`config.mk`:
```
export PLATFORM = sky130hd
export DESIGN_NAME = pixel_adjust
export DESIGN_NICKNAME = d
export VERILOG_FILES = /design/src/rtl/pixel_adjust.sv
export SDC_FILE = /design/constraint.sdc
export NUM_CORES = 1
export LEC_CHECK = 0
export ABC_CLOCK_PERIOD_IN_PS = 7900
export CAP_MARGIN = 20
export CORE_MARGIN = 4
export CORE_UTILIZATION = 51
export DETAILED_ROUTE_END_ITERATION = 12
export HOLD_SLACK_MARGIN = 0.03
export PLACE_DENSITY_LB_ADDON = 0.25
export SYNTH_ARGS = -nofsm -noshare
export SYNTH_HDL_FRONTEND = slang
export SYNTH_SLANG_ARGS = --single-unit
export TNS_END_PERCENT = 20
```
`constraint.sdc`:
```
create_clock -name clk -period 7.9 [get_ports clk]
set_clock_uncertainty 0.2 [all_clocks]
set_input_delay 2.37 -clock clk [delete_from_list [all_inputs] [get_ports clk]]
set_output_delay 2.37 -clock clk [all_outputs]
set_load 0.02 [all_outputs]
```
`src/rtl/pixel_adjust.sv`:
```
// -----------------------------------------------------------------------------
// pixel_adjust
//
// Brightness/contrast stage for a streaming 24-bit RGB pixel path.
// Up/down request pulses accumulate in small saturating pending counters and
// are folded into the committed level registers only on frame_en, so a frame
// never sees its levels change part-way through.  Each colour channel runs
// through an identical fixed 3-stage pipeline:
//   stage 1: capture pixel p
//   stage 2: m = ((p - 128) * contrast) >>> 3
//   stage 3: clamp(m + 128 + brightness, 0, 255), or p untouched if en was low
//
// Ports
//   clk            single clock, rising edge
//   rst            asynchronous active-low reset
//   en             adjust enable, sampled with each pixel at stage 1
//   frame_en       one-cycle commit strobe
//   binc/bdec      brightness up/down request pulses
//   cinc/cdec      contrast up/down request pulses
//   in_valid       input pixel qualifier
//   in_r/g/b       unsigned 8-bit input channels
//   out_valid      in_valid delayed by 3 cycles
//   out_r/g/b      adjusted channels
//   bright_lvl     committed brightness offset, signed
//   contrast_lvl   committed contrast gain, unsigned eighths
// -----------------------------------------------------------------------------
module pixel_adjust #(
   parameter int B_STEP  = 16,
   parameter int B_MAX   = 128,
   parameter int C_RESET = 8,
   parameter int C_MAX   = 15
) (
   input  logic              clk,
   input  logic              rst,
   input  logic              en,
   input  logic              frame_en,
   input  logic              binc,
   input  logic              bdec,
   input  logic              cinc,
   input  logic              cdec,
   input  logic              in_valid,
   input  logic [7:0]        in_r,
   input  logic [7:0]        in_g,
   input  logic [7:0]        in_b,
   output logic              out_valid,
   output logic [7:0]        out_r,
   output logic [7:0]        out_g,
   output logic [7:0]        out_b,
   output logic signed [8:0] bright_lvl,
   output logic [3:0]        contrast_lvl
);

   localparam logic signed [10:0] B_STEP_W = 11'(B_STEP);
   localparam logic signed [10:0] B_MAX_W  = 11'(B_MAX);
   localparam logic signed [5:0]  C_MAX_W  = 6'(C_MAX);

   // ---------------------------------------------------------------------
   // Pending counters and committed levels
   // ---------------------------------------------------------------------
   logic signed [3:0] pend_b_q, pend_b_d;
   logic signed [3:0] pend_c_q, pend_c_d;
   logic signed [8:0] bright_lvl_q, bright_lvl_d;
   logic [3:0]        contrast_lvl_q, contrast_lvl_d;
   logic signed [10:0] b_sum;
   logic signed [5:0]  c_sum;

   // On a commit cycle the counter restarts from zero, so a pulse arriving
   // together with frame_en becomes the next frame's pending value.
   function automatic logic signed [3:0] pend_next(
      input logic signed [3:0] cur,
      input logic              up,
      input logic              dn,
      input logic              commit
   );
      logic signed [3:0] base;
      base = commit ? 4'sd0 : cur;
      if (up && !dn && base < 4'sd7) begin
         pend_next = base + 4'sd1;
      end else if (dn && !up && base > -4'sd7) begin
         pend_next = base - 4'sd1;
      end else begin
         pend_next = base;
      end
   endfunction

   always_comb begin
      pend_b_d       = pend_next(pend_b_q, binc, bdec, frame_en);
      pend_c_d       = pend_next(pend_c_q, cinc, cdec, frame_en);
      bright_lvl_d   = bright_lvl_q;
      contrast_lvl_d = contrast_lvl_q;

      b_sum = 11'(bright_lvl_q) + 11'(pend_b_q) * B_STEP_W;
      c_sum = $signed({2'b00, contrast_lvl_q}) + 6'(pend_c_q);

      if (frame_en) begin
         if (b_sum > B_MAX_W) begin
            bright_lvl_d = 9'(B_MAX_W);
         end else if (b_sum < -B_MAX_W) begin
            bright_lvl_d = 9'(-B_MAX_W);
         end else begin
            bright_lvl_d = 9'(b_sum);
         end

         if (c_sum < 6'sd0) begin
            contrast_lvl_d = 4'd0;
         end else if (c_sum > C_MAX_W) begin
            contrast_lvl_d = 4'(C_MAX_W);
         end else begin
            contrast_lvl_d = 4'(c_sum);
         end
      end
   end

   always_ff @(posedge clk or negedge rst) begin
      if (!rst) begin
         pend_b_q       <= '0;
         pend_c_q       <= '0;
         bright_lvl_q   <= '0;
         contrast_lvl_q <= 4'(C_RESET);
      end else begin
         pend_b_q       <= pend_b_d;
         pend_c_q       <= pend_c_d;
         bright_lvl_q   <= bright_lvl_d;
         contrast_lvl_q <= contrast_lvl_d;
      end
   end

   assign bright_lvl   = bright_lvl_q;
   assign contrast_lvl = contrast_lvl_q;

   // ---------------------------------------------------------------------
   // Control pipeline: valid and enable travel alongside each pixel
   // ---------------------------------------------------------------------
   logic v1_q, v1_d, v2_q, v2_d, v3_q, v3_d;
   logic en1_q, en1_d, en2_q, en2_d;

   always_comb begin
      v1_d  = in_valid;
      v2_d  = v1_q;
      v3_d  = v2_q;
      en1_d = en;
      en2_d = en1_q;
   end

   always_ff @(posedge clk or negedge rst) begin
      if (!rst) begin
         v1_q  <= 1'b0;
         v2_q  <= 1'b0;
         v3_q  <= 1'b0;
         en1_q <= 1'b0;
         en2_q <= 1'b0;
      end else begin
         v1_q  <= v1_d;
         v2_q  <= v2_d;
         v3_q  <= v3_d;
         en1_q <= en1_d;
         en2_q <= en2_d;
      end
   end

   assign out_valid = v3_q;

   // ---------------------------------------------------------------------
   // Per-channel datapath (0 = red, 1 = green, 2 = blue)
   // ---------------------------------------------------------------------
   logic [7:0] pix_in  [3];
   logic [7:0] pix_out [3];

   assign pix_in[0] = in_r;
   assign pix_in[1] = in_g;
   assign pix_in[2] = in_b;

   for (genvar gi = 0; gi < 3; gi++) begin : g_chan
      logic [7:0]         p1_q, p1_d;
      logic [7:0]         p2_q, p2_d;
      logic signed [8:0]  m2_q, m2_d;
      logic [7:0]         o_q, o_d;
      logic signed [8:0]  d;
      logic signed [12:0] d_ext;
      logic signed [12:0] g_ext;
      logic signed [12:0] prod;
      logic signed [10:0] s;

      always_comb begin
         p1_d  = pix_in[gi];
         d     = $signed({1'b0, p1_q}) - 9'sd128;
         d_ext = 13'(d);
         g_ext = {9'd0, contrast_lvl_q};
         prod  = d_ext * g_ext;
         // Arithmetic shift floors toward minus infinity; |result| <= 240.
         m2_d  = 9'(prod >>> 3);
         p2_d  = p1_q;

         s = 11'(m2_q) + 11'sd128 + 11'(bright_lvl_q);
         if (!en2_q) begin
            o_d = p2_q;
         end else if (s < 11'sd0) begin
            o_d = 8'd0;
         end else if (s > 11'sd255) begin
            o_d = 8'd255;
         end else begin
            o_d = s[7:0];
         end
      end

      always_ff @(posedge clk or negedge rst) begin
         if (!rst) begin
            p1_q <= '0;
            p2_q <= '0;
            m2_q <= '0;
            o_q  <= '0;
         end else begin
            p1_q <= p1_d;
            p2_q <= p2_d;
            m2_q <= m2_d;
            o_q  <= o_d;
         end
      end

      assign pix_out[gi] = o_q;
   end

   assign out_r = pix_out[0];
   assign out_g = pix_out[1];
   assign out_b = pix_out[2];

endmodule

```
# Yosys cells after proc, flatten, opt, wreduce, memory -nomap -nowiden
# Cells that the tools add are included.
# totals
out_inout_bits	38
ff_bits	125
elab_cells	84
inputBits	33
# op_classes
n_mul	3
muxes	19
n_addsub	15
order_cmp	14
n_reduce_logical	12
# op_table
op	n
$mux 8	9
$mul 9x5->12	3
$add 10x9->11	3
$gt 11x9->1 const B	3
$lt 11x1->1 const B	3
$mux 4	8
$add 9x9->10 const B	3
$sub 8x8->9 const B	3
$mux 9	2
$add 9x8->10	1
$gt 10x9->1 const B	1
$lt 10x8->1 const B	1
$add 4x2->4 const B	2
$gt 4x4->1 const B	2
$logic_and 1x1->1	8
$lt 4x4->1 const B	2
$sub 4x2->4 const B	2
$add 5x4->6	1
$gt 6x5->1 const B	1
$lt 6x1->1 const B	1
$logic_not 1->1	4

# Depth between registers and ports, before layout
# logic_depth
word_depth	6
mapped_depth	13
mapped_depth_nobuf	12

# Least setup slack after synthesis
# OpenSTA, ideal clock, no wires.
# synth_timing
kind	input port to flip-flop
start	input frame_en
end	register pend_c_q[2]
slack_ns	3.836
t_required_ns	7.569
n_path_buf	1
setup_ns	0.131
path_stages	9
arrival_ns	3.734
path_cell_list	buf_2 -> inv_1 -> nand2_1 -> inv_1 -> ha_1 -> nor3b_1 -> nor3_1 -> a22oi_1 -> xor2_1
# synth_between
elab_chain_len	5
word_cells_on_any_way	9
classes_between	2 x add/sub; 2 x order compare; 3 x mux; 2 x reduce/logical
# synth_lines
item	line	rtl
start: declaration	36	input logic frame_en,
$mux 4 *	76	base = commit ? 4'sd0 : cur;
$gt 4x4->1	79	end else if (dn && !up && base > -4'sd7) begin
$logic_and 1x1->1	79	
$mux 4	79	
$mux 4 *	77	if (up && !dn && base < 4'sd7) begin
named net pend_c_d[2]	61	logic signed [3:0] pend_c_q, pend_c_d;
end signal: assignment	122	pend_c_q <= pend_c_d;
end: declaration	61	
# The timed path passes the listed nets; every way through them passes the cells marked *.
# A chain may end at the register's enable or synchronous reset.

# Final worst setup path
# Same ends and word-level chain as after synthesis.

==> metrics.md <==
| Metric | Value |
|---|---|
| Top delay family on crit path | buffers and inverters |
| # H-tree levels | 4 |
| IO Count | 71 |
| EDFF count, synth | 0 |
| PortBufs | 66 |
| Peak supply drop | 0.1948 mV |
| Crit. End Element | flop |
| Final critical-path required period | 4.981 ns |
| RSZ-0062 raised after global routing | false |
| Global-route wire length before repair | 30590 um |
| Final worst slack | 2.919 ns |
| Via count | 6338 |
| Drt initial violations | 255 |
| Yosys Warn Count | 0 |
| Syn-to-layout area delta | 17.01% |
| Max Cap Viol | 0 |
| Remaining Overflow, GRT | 0 |
| Cell count after placement | 1171 |
| Num rows | 48 |
| Crit path top cell by count | inv_1 |
| Number of global-route vias before repair | 6642 |
| Synth Register Bits | 121 |
| DR vias/cell | 5.268 |
| Detail Route Antenna Nets | 0 |
| Seq/Total Area, Yosys | 33.75% |
| Post-CTS setup buffer count | 0 |
| Worst stage delay on the critical path | 0.82 ns |
| Arrival @ worst endpoint | 5.07 ns |
| CTS buffer count | 17 |
| Placement Setup Slack | 2.520 ns |
| Least-Margin Pin Slew | 0.9399 ns |
| Clk slew on worst S/H paths | 0.05 ns |
| Post-DP Area | 9872 um2 |
| Post_cts resized | 0 |
| Final hold viol count | 0 |
| Routed length per instance | 14.65 um |
| CTS sink cnt | 121 |
| Final Setup Violations | 0 |
| Mapped Cells | 890 |
| First-pass DRT Iterations | 4 |
| Status | complete, no violations |
| # DRC | 0 |
| CP max FO | 18 |
| Setup Crit Path Kind | in -> reg |
| Synthesized area | 8976 um2 |
| Asr flop ratio synth | 100.0% |
| Setup_tns | 0 ns |
| GPL Wtd Cong | 0.8114 |
| Hold bufs inserted after CTS | 0 |
| Synth top area share | 33.45% |
| Maximum number of pins on one net before global-route repair | 75 |
| LEAKAGE | 5.112 nW |
| Synth top area cells | dfrtp_1 33%, ha_1 15%, fa_1 11% |
| Critical Path Slowest Stage Cell | clkdlybuf4s50_1 |
| Largest buffer count on any clock path | 2 |
| Die H | 140.7 um |
| Detailed placement HPWL | 13230 um |
| Die span in x | 140.7 um |
| Root Driver | clkbuf_16 |
| Fmax | 200.8 MHz |
| Final Max Slew Viols | 0 |
| Nets | 1157 |
| Top FF cell, synth | dfrtp_1 |
| Finished Layout Cells | 1203 |
| Tcrit/Tclk final | 63.05% |
| P per Cell Area | 364.3 nW/um2 |
| Core Area | 17300 um2 |
| Synth unique cells | 69 |
| Layout cells sized above 1 | 6.237% |
| Slew margin rel. | 37.34% |
| Type of origin of the critical path | primary input |
| Die Footprint | 19790 um2 |
| Routed wire length | 17620 um |
| Layout Utilization | 60.72% |
| Cell taking the most area after synthesis | dfrtp_1 |
| Fin area | 10500 um2 |
| Critical path, cell by cell | clkdlybuf4s50_1, inv_1, nand2_1, inv_1, ha_1, nor3b_1, nor3_1, a22oi_1, xor2_1 |
| Initial antenna violation count | 0 |
| Starting density of the core | 51.90% |
| Critical Path RT | 7.99 ns |
| GRT Overall Usage | 19.18% |
| Antenna cells | 0 |
| Type of the worst min-delay path | reg -> reg |
| CP Buf/Inv Count | 3 |
| Syn_area_per_cell | 10.09 um2 |
| CTS tree | built |
| Clk Latency, worst-skew pair | 0.41 ns |
[layout make-up]
cell class,instances,area [um2]
timing repair buffer,70,688.2
multi-input combinational,621,5370
tap,225,281.5
fill,1483,6794
clock buffer,21,460.4
inverter,134,503.0
sequential,121,3029
clock inverter,11,170.2
[layout by cell type, fill, tap and decap left out, types with 21 or more instances in the layout]
cell type        Yosys  layout
inv_1              134     134
dfrtp_1            120     120
ha_1               109     109
clkdlybuf4s50_1      0      65
and2_1              59      59
nand2_1             53      53
fa_1                50      50
nor2_1              45      45
xnor2_1             41      41
a21oi_1             31      31
xor2_1              21      21
[flip-flops by register name, summed over array words and instances (netlist names), 4 cells and up]
signal	count
contrast_lvl	4
g_chan.p2_q	24
out_g	8
out_r	8
g_chan.p1_q	24
bright_lvl	5
pend_b_q	4
out_b	8
pend_c_q	4
g_chan.m2_q	27
[synthesized netlist by cell type, types with 3 or more instances]
library cell	n
a31oi_1	3
nand4_1	7
inv_1	134
and2_1	59
nand3_1	16
a211o_1	3
o41ai_1	3
nor4_1	9
xnor2_1	41
o22ai_1	3
o211ai_1	5
nand2b_1	20
ha_1	109
or2_2	4
nand2_1	53
a21o_1	15
nor2b_1	4
o21ai_1	8
buf_2	5
a2111oi_0	4
a32oi_1	7
o21ai_0	19
a2111o_1	3
fa_1	50
clkbuf_1	10
xor2_1	21
and3_1	4
buf_4	4
nor2_1	45
a21oi_1	31
a22oi_1	6
dfrtp_1	120
nor3_1	8
a311oi_1	8
a211oi_1	6
o221ai_1	3
[cell families (layout without fill, tap and decap cells)]
kind of cell	after synthesis	after routing	share of synthesized area, %
and+or+nand+nor	237	237	13.72
muxes	3	3	0.3903
buffers and inverters	154	236	6.677
AOI/OAI and AO/OA	152	152	12.85
adders and majority gates	159	159	26.35
xor gates and xnor gates	63	63	6.231
other	1	7	0.04178
DFF	121	121	33.75
[final timing paths]
kind	slack, ns	cells after the start	start	endpoint
hold / removal	0.15	0	v2_q	out_valid
hold reg to reg	0.15	0	v2_q	out_valid
setup / recovery	2.92	9	frame_en	pend_c_q[2]
min in group asynchronous	1.76	1	rst	g_chan[2].m2_q[0]
max in group asynchronous	4.37	2	rst	g_chan[2].p2_q[5]
setup reg to reg	3.73	12	contrast_lvl[2]	g_chan[1].m2_q[8]
[metal layers]
layer	part of all wire, %	vias up	track usage [%]
met2	51	88	34.48
met5	0	-	0
met4	1.8	0	6.578
met3	4.1	20	4.071
met1	43	3094	22.74
li1	-	3136	-
[metrics by stage]
step                hold slack, ns  total power, mW
global route                0.1709            4.182
CTS                         0.1553            3.868
floorplan                   0.1312            2.479
detailed placement          0.1396            3.019
finish                      0.1513            3.826
global placement            0.1389            2.976
[where the power goes]
group | switching, mW | internal, mW | total (mW)
Sequential | 0.147 | 0.800 | 0.947
Clock | 0.272 | 0.543 | 0.816
Combinational | 1.16 | 0.903 | 2.06
Total | 1.58 | 2.25 | 3.83
(Power assumes the default switching activity.)
